===== src/rtl/fpu_dispatcher_pkg.sv =====
// Shared definitions for the fixed-point unit dispatcher: operation codes,
// FSM state encoding and saturating counter helpers.
package fpu_dispatcher_pkg;

  // Operation codes understood by the fixed-point unit.
  typedef enum logic [1:0] {
    FPU_ADD  = 2'b00,
    FPU_SUB  = 2'b01,
    FPU_MUL  = 2'b10,
    FPU_SQRT = 2'b11
  } fpu_op_e;

  // Dispatcher FSM states.
  typedef enum logic [1:0] {
    ST_IDLE = 2'b00,
    ST_WAIT = 2'b01,
    ST_RESP = 2'b10
  } state_e;

  // Width of the wait/timeout counter (TIMEOUT is limited to 255).
  localparam int CNT_W = 8;

  // Increment a 16-bit statistics counter, sticking at all-ones.
  function automatic logic [15:0] sat_inc16(input logic [15:0] value);
    if (value == 16'hFFFF) begin
      return value;
    end else begin
      return value + 16'd1;
    end
  endfunction

  // Increment an 8-bit statistics counter, sticking at all-ones.
  function automatic logic [7:0] sat_inc8(input logic [7:0] value);
    if (value == 8'hFF) begin
      return value;
    end else begin
      return value + 8'd1;
    end
  endfunction

endpackage


===== src/rtl/fpu_timeout_counter.sv =====
// Wait-cycle counter for the dispatcher. Counts cycles spent waiting on the
// fixed-point unit, flags the first waiting cycle (stale-ready guard) and the
// last cycle before the dispatcher gives up with an error response.
module fpu_timeout_counter
  import fpu_dispatcher_pkg::*;
#(
  parameter int TIMEOUT = 64
) (
  input  logic clk,
  input  logic reset,
  input  logic clear,
  input  logic enable,
  output logic at_zero,
  output logic terminal
);

  localparam logic [CNT_W-1:0] TERM_COUNT = CNT_W'(TIMEOUT - 1);

  logic [CNT_W-1:0] count_r;

  // Clear while idle, advance once per waiting cycle, otherwise hold.
  always_ff @(posedge clk) begin
    if (!reset) begin
      count_r <= '0;
    end else if (clear) begin
      count_r <= '0;
    end else if (enable) begin
      count_r <= count_r + {{(CNT_W-1){1'b0}}, 1'b1};
    end else begin
      count_r <= count_r;
    end
  end

  assign at_zero  = (count_r == {CNT_W{1'b0}});
  assign terminal = (count_r == TERM_COUNT);

endmodule


===== src/rtl/fpu_dispatcher.sv =====
// Single-outstanding-request dispatcher in front of a fixed-point unit.
// Accepts one request, holds its operands on the unit's inputs, waits for the
// unit's ready (or times out), then presents a response until handshaked.
module fpu_dispatcher
  import fpu_dispatcher_pkg::*;
#(
  parameter int WIDTH   = 32,
  parameter int FBITS   = 10,
  parameter int TIMEOUT = 64
) (
  input  logic             clk,
  input  logic             reset,
  input  logic             req_valid,
  output logic             req_ready,
  input  logic [1:0]       req_op,
  input  logic [WIDTH-1:0] req_a,
  input  logic [WIDTH-1:0] req_b,
  output logic [WIDTH-1:0] fpu_operand_1,
  output logic [WIDTH-1:0] fpu_operand_2,
  output logic [1:0]       fpu_operation,
  input  logic [WIDTH-1:0] fpu_result,
  input  logic             fpu_ready,
  output logic             rsp_valid,
  input  logic             rsp_ready,
  output logic [WIDTH-1:0] rsp_result,
  output logic             rsp_error,
  output logic             busy,
  output logic [15:0]      ops_done,
  output logic [7:0]       err_count
);

  // FBITS only documents the Q format of the operands; an impossible value
  // leaves an empty, named marker block in the elaborated hierarchy.
  if (FBITS >= WIDTH) begin : g_fbits_exceeds_width
  end

  state_e           state_r;
  fpu_op_e          op_r;
  logic [WIDTH-1:0] opa_r;
  logic [WIDTH-1:0] opb_r;
  logic [WIDTH-1:0] res_r;
  logic             err_r;
  logic [15:0]      ops_done_r;
  logic [7:0]       err_count_r;

  logic             cnt_clear_s;
  logic             cnt_en_s;
  logic             cnt_zero_s;
  logic             cnt_term_s;

  // Counter is held at zero while idle so every request starts from a clean count.
  always_comb begin
    cnt_clear_s = 1'b0;
    cnt_en_s    = 1'b0;
    case (state_r)
      ST_IDLE: begin
        cnt_clear_s = 1'b1;
        cnt_en_s    = 1'b0;
      end
      ST_WAIT: begin
        cnt_clear_s = 1'b0;
        cnt_en_s    = 1'b1;
      end
      default: begin
        cnt_clear_s = 1'b0;
        cnt_en_s    = 1'b0;
      end
    endcase
  end

  fpu_timeout_counter #(
    .TIMEOUT (TIMEOUT)
  ) u_timeout_counter (
    .clk      (clk),
    .reset    (reset),
    .clear    (cnt_clear_s),
    .enable   (cnt_en_s),
    .at_zero  (cnt_zero_s),
    .terminal (cnt_term_s)
  );

  // Dispatcher FSM with all datapath and statistics registers.
  always_ff @(posedge clk) begin
    if (!reset) begin
      state_r     <= ST_IDLE;
      op_r        <= FPU_ADD;
      opa_r       <= '0;
      opb_r       <= '0;
      res_r       <= '0;
      err_r       <= 1'b0;
      ops_done_r  <= 16'd0;
      err_count_r <= 8'd0;
    end else begin
      case (state_r)
        ST_IDLE: begin
          if (req_valid) begin
            op_r    <= fpu_op_e'(req_op);
            opa_r   <= req_a;
            opb_r   <= req_b;
            state_r <= ST_WAIT;
          end else begin
            state_r <= ST_IDLE;
          end
        end
        ST_WAIT: begin
          // A ready seen in the first waiting cycle may belong to the previous
          // operation, so it is only trusted once the counter has moved.
          // Success is checked first so a late ready still wins over timeout.
          if (!cnt_zero_s && fpu_ready) begin
            res_r   <= fpu_result;
            err_r   <= 1'b0;
            state_r <= ST_RESP;
          end else if (cnt_term_s) begin
            res_r   <= '0;
            err_r   <= 1'b1;
            state_r <= ST_RESP;
          end else begin
            state_r <= ST_WAIT;
          end
        end
        ST_RESP: begin
          if (rsp_ready) begin
            if (err_r) begin
              err_count_r <= sat_inc8(err_count_r);
            end else begin
              ops_done_r  <= sat_inc16(ops_done_r);
            end
            state_r <= ST_IDLE;
          end else begin
            state_r <= ST_RESP;
          end
        end
        default: begin
          state_r <= ST_IDLE;
        end
      endcase
    end
  end

  assign req_ready     = (state_r == ST_IDLE);
  assign busy          = (state_r != ST_IDLE);
  assign rsp_valid     = (state_r == ST_RESP);
  assign fpu_operand_1 = opa_r;
  assign fpu_operand_2 = opb_r;
  assign fpu_operation = op_r;
  assign rsp_result    = res_r;
  assign rsp_error     = err_r;
  assign ops_done      = ops_done_r;
  assign err_count     = err_count_r;

endmodule

===== config.mk =====
export PLATFORM = sky130hd
export DESIGN_NAME = fpu_dispatcher
export DESIGN_NICKNAME = d
export VERILOG_FILES = /design/src/rtl/fpu_dispatcher_pkg.sv /design/src/rtl/fpu_timeout_counter.sv /design/src/rtl/fpu_dispatcher.sv
export SDC_FILE = /design/constraint.sdc
export NUM_CORES = 1
export LEC_CHECK = 0
export ABC_AREA = 1
export CAP_MARGIN = 5
export CORE_MARGIN = 3
export CORE_UTILIZATION = 35
export DETAILED_ROUTE_END_ITERATION = 16
export DONT_BUFFER_PORTS = 1
export GPL_TIMING_DRIVEN = 0
export PLACE_DENSITY_LB_ADDON = 0.1
export SYNTH_ARGS = -nofsm -noshare
export SYNTH_HDL_FRONTEND = slang
export SYNTH_SLANG_ARGS = --single-unit

===== constraint.sdc =====
create_clock -name clk -period 3.7 [get_ports clk]
set_input_delay 0.74 -clock clk [delete_from_list [all_inputs] [get_ports clk]]
set_output_delay 0.74 -clock clk [all_outputs]
set_load 0.02 [all_outputs]

-- Yosys cells after proc, flatten, opt, wreduce, memory -nomap -nowiden
Index checks and enable logic that the tools add are counted.
- register bits after elaboration: 133
- logic and storage cells: 43
- output and inout port bits: 126
- reductions and logical operators: 11
- multiplexer cells: 11
- bitwise operators: 4
- equality and inequality tests: 5
- add/sub/neg operators: 3
- operators by type and width (kind ; count):
    32-bit 2-to-1 mux ; 2
    16-bit by 1-bit adder with 16-bit output (second input constant) ; 1
    8-bit by 1-bit adder with 8-bit output (second input constant) ; 2
    16-bit equality test (second input constant) ; 1
    8-bit by 6-bit equality test with 1-bit output (second input constant) ; 1
    8-bit equality test (second input constant) ; 1
    8-bit zero test ; 1
    4-bit AND reduction ; 2
    2-bit 2-to-1 mux ; 3
    2-bit one-hot mux with 3 select lines ; 1
    1-bit 2-to-1 mux ; 5
    1-bit inverter ; 4
    2-bit AND reduction ; 2
    2-bit nonzero test ; 2
    2-bit by 1-bit equality test with 1-bit output (second input constant) ; 1
    2-bit equality test (second input constant) ; 1
    2-bit zero test ; 1
    2-bit OR reduction ; 1
    1-bit logical AND ; 1
    1-bit zero test ; 1

-- Depth between registers and ports, before layout
- word-level depth: 5
- gate-level depth with buffers: 11
- gate-level depth less buffers: 10

-- Cells and area by module
A second synthesis with hierarchy kept.
- cells, all modules: 743
- area total of the unflattened synthesis: 5450.2 sq um
- by module, submodules not included (module ; area an instance (sq um) ; cells each ; instances):
    fpu_dispatcher ; 5021.1 ; 680 ; 1
    fpu_timeout_counter ; 429.2 ; 63 ; 1

-- Least setup slack after synthesis
Ideal clock, no wire load.
- kind: reg-to-reg
- from: reg ops_done_r[0], in the netlist ops_done[0]
- to: reg ops_done_r[15], in the netlist ops_done[15]
- setup time: 0.115 ns
- stages on the path, launching flop included: 10
- path buffers: 1
- data arrival time: 1.456 ns
- clock period less this slack: 1.571 ns
- setup slack: 2.129 ns
- cells stage by stage: dfxtp_1 ha_1 nand2_1 nor2_1 nand2_1 nor2_1 nor2_2 buf_6 a21oi_1 nor2_1
- longest elaborated chain between the ends: 3
- ends and longest elaborated chain (element ; RTL line ; source):
    from (decl) ; fpu_dispatcher.sv:43 ; logic [15:0] ops_done_r;
    from (signal assigned) ; fpu_dispatcher.sv:126 ; ops_done_r <= sat_inc16(ops_done_r);
    branches (longest 3 deep; another with 16-bit by 1-bit adder with 16-bit output) ; -- ;
Several ways; the timed one is not identified.
A chain may end at the register's enable or synchronous reset.

-- Final worst setup path
- from: reg state_r[1]
- to: out busy
- longest elaborated chain between the ends: 1
- ends and longest elaborated chain (element ; RTL line ; source):
    from (decl) ; fpu_dispatcher.sv:37 ; state_e state_r;
    from (signal assigned) ; fpu_dispatcher.sv:85 ; state_r <= ST_IDLE;
    from (signal assigned) ; fpu_dispatcher.sv:100 ; state_r <= ST_WAIT;
    from (signal assigned) ; fpu_dispatcher.sv:102 ; state_r <= ST_IDLE;
    2-bit nonzero test ; fpu_dispatcher.sv:141 ; assign busy = (state_r != ST_IDLE);
    to (decl) ; fpu_dispatcher.sv:27 ; output logic busy,
No other way between the ends.

==> impl_metrics.tcl <==
set metrics [dict create \
    outcome "complete, no violations" \
    final_area_um2 6180 \
    antenna_cells 0 \
    antenna_found_initial 2 \
    die-height_um 129 \
    slowest_stage "dfxtp_1" \
    drtIter0Drc 193 \
    path_max_fanout 4 \
    synth_edf_count 0 \
    htree_levels 4 \
    rsz0062_at_grt "no" \
    place_area_um2 5570 \
    required_ns 2.96 \
    post_cts_resized 0 \
    clock-sinks 133 \
    grt-ovfl-total 0 \
    grt_usage_pct 17.2 \
    crit_chain "nor2_4, inv_1" \
    setup_viol 0 \
    numCtsBuffers 17 \
    end_kind "output pin" \
    min-delay-start "fpu_result[11]" \
    min_path_type "input port to flop" \
    relSlewSlack_pct 66.1 \
    yosys.area.top_type "dfxtp_1" \
    final_core_util_pct 42.0 \
    placed_cells 915 \
    yosys.area.top_type_share_pct 49.9 \
    clockRootBuffer "clkbuf_16" \
    synth_commonest_cells "180 x nor2_1, 146 x nand2_1, 133 x dfxtp_1" \
    fin_skew_ns 0.00779 \
    highest_layer "met5" \
    wl_per_cell_um 15.5 \
    grt_max_degree 17 \
    synth-main-ff-cell "dfxtp_1" \
    vias 4666 \
    wl_met3_um 1740 \
    gp_congestion 0.825 \
    cts_setup_buffers 0 \
    clk_latency_ns 0.41 \
    finalMaxSlewViolations 0 \
    p_per_area_nw_per_um2 578 \
    rr_worst_depth 10 \
    max_freq_mhz 496 \
    yosysSeqAreaShare_pct 49.9 \
    yosysMostFrequentCell "nor2_1" \
    hold_violations 0 \
    reg2reg_from "ops_done[0]" \
    min_path_cells 2 \
    worst_ir_drop_vdd_mv 0.298 \
    dpl.hpwl_um 11300 \
    critPathMaxStageDelay_ns 0.39 \
    wl_um 14700 \
    finalCriticalPeriod_ns 2.02 \
    m1WireLength_um 5420 \
    crit_start "state_r[1]" \
    die_area_um2 16800 \
    async_flop_share_pct 0 \
    worstSetupStartpointType "flop" \
    syn_nets 838 \
    die_x_um 129 \
    tritoncts "yes" \
    synth_seq_cells 133 \
    io_pins 229 \
    synth_area_leaders "dfxtp_1 50%, nor2_1 13%, nand2_1 10%" \
    period_share_pct 54.5 \
    synth_cell_types 26 \
    final_nets 857 \
    grt_pass1_vias 4575 \
    rows 44 \
    instances_no_fill 946 \
    grt_pass1_wl_um 22700 \
    drt.antenna.violating_nets 0 \
    initial_utilization_pct 36.3 \
    crit_type "flop to output pin" \
    setup_tns_ns 0 \
    dr_wl_met2_um 7130 \
    vias_per_cell 4.93 \
    max_slew.worst_pin.slew_ns 0.508 \
    clk_pin_slew_ns 0.06 \
    syn_avg_cell_area_um2 7.30 \
    drc 0 \
    port_buffers 0 \
    dr.pass1.iters 5 \
    cap_violations 0 \
    synthCells 731 \
    synth_warnings 0 \
    p_leak_uw 0.00244 \
    critPathArrivalTime_ns 1.28 \
    area_growth_pct 15.9 \
    drive_above_1_share_pct 8.79 \
    synth_area_um2 5340 \
    holdBufCountCts 0 \
    clockBufferDepth 2 \
    coreArea_um2 14700 \
]
-- state kept, by name, indices dropped and copies added (netlist names) --
register                   flops
fpu_operand_1                 32
fpu_operand_2                 32
rsp_result                    32
ops_done                      16
err_count                      8
u_timeout_counter.count_r      8
fpu_operation                  2
state_r                        2
rsp_error                      1
-- through the flow --
step | worst slack (ns) | total power (µW) | hold slack, ns
after floorplan | 2.13 | 1800 | 0.458
after global placement | 1.73 | 1860 | 0.470
after detailed placement | 1.65 | 1860 | 0.478
after CTS | 1.63 | 3620 | 0.447
after global routing | 1.61 | 3720 | 0.447
final | 1.68 | 3570 | 0.471
-- cell usage in the layout, fill, tap and decap left out --
master        n
a21oi_1      55
a31oi_1       1
buf_2         8
buf_4         5
buf_6         5
bufinv_16     3
clkbuf_1     18
clkbuf_16    17
clkbuf_8      3
clkinv_2      1
clkinv_4      2
clkinvlp_4    2
dfxtp_1     133
ha_1          4
inv_1        42
inv_2         4
inv_4         1
inv_6         2
nand2_1     146
nand2_2       2
nand2_4       2
nand3_1      35
nand3_4       1
nand4_1       2
nor2_1      180
nor2_2        2
nor2_4        4
nor2_8        1
nor3_1        2
o21ai_0      68
o21ai_1       5
or2_2         2
xor2_1        4
-- report_power, final --
| group | switching [µW] | internal (µW) |
|---|---|---|
| Sequential | 132 | 1500 |
| Clock | 632 | 1120 |
| Combinational | 127 | 64.6 |
-- worst paths after layout --
| kind | to | slack [ns] |
|---|---|---|
| worst min-delay path | rsp_result[11] | 0.47 |
| worst max-delay path | busy | 1.68 |
| worst min register to register | u_timeout_counter.count_r[7] | 0.48 |
| worst max register to register | ops_done[7] | 1.83 |
-- worst max-delay path, delay by kind of cell (launching register included) --
family                 cells  cell delay, ns
buffers and inverters      1            0.18
DFF                        1            0.39
and+or+nand+nor            1            0.29
-- kinds of logic after synthesis --
kind of cell	Yosys count	share of synthesized area, %
simple gates	379	29.3
xor+xnor	4	0.657
buf+inv	82	7.06
flops	133	49.9
compound gates	129	12.1
fa+ha+maj	4	0.938
-- layer usage --
layer | GRT usage, % | up-vias
li1 | - | 2361
met1 | 17.9 | 2062
met2 | 28.9 | 205
met3 | 9.07 | 34
met4 | 7.82 | 4
met5 | 0 | -
-- cell type report --
type                            instances  area (µm²)
Tap cell                              184         230
Multi-Input combinational cell        516        2300
Inverter                               47         179
Clock inverter                         10         145
Fill cell                            1506        8520
Sequential cell                       133        2660
Buffer                                 35         198
Clock buffer                           21         470
No activity file was read; power rests on OpenSTA's default activity.
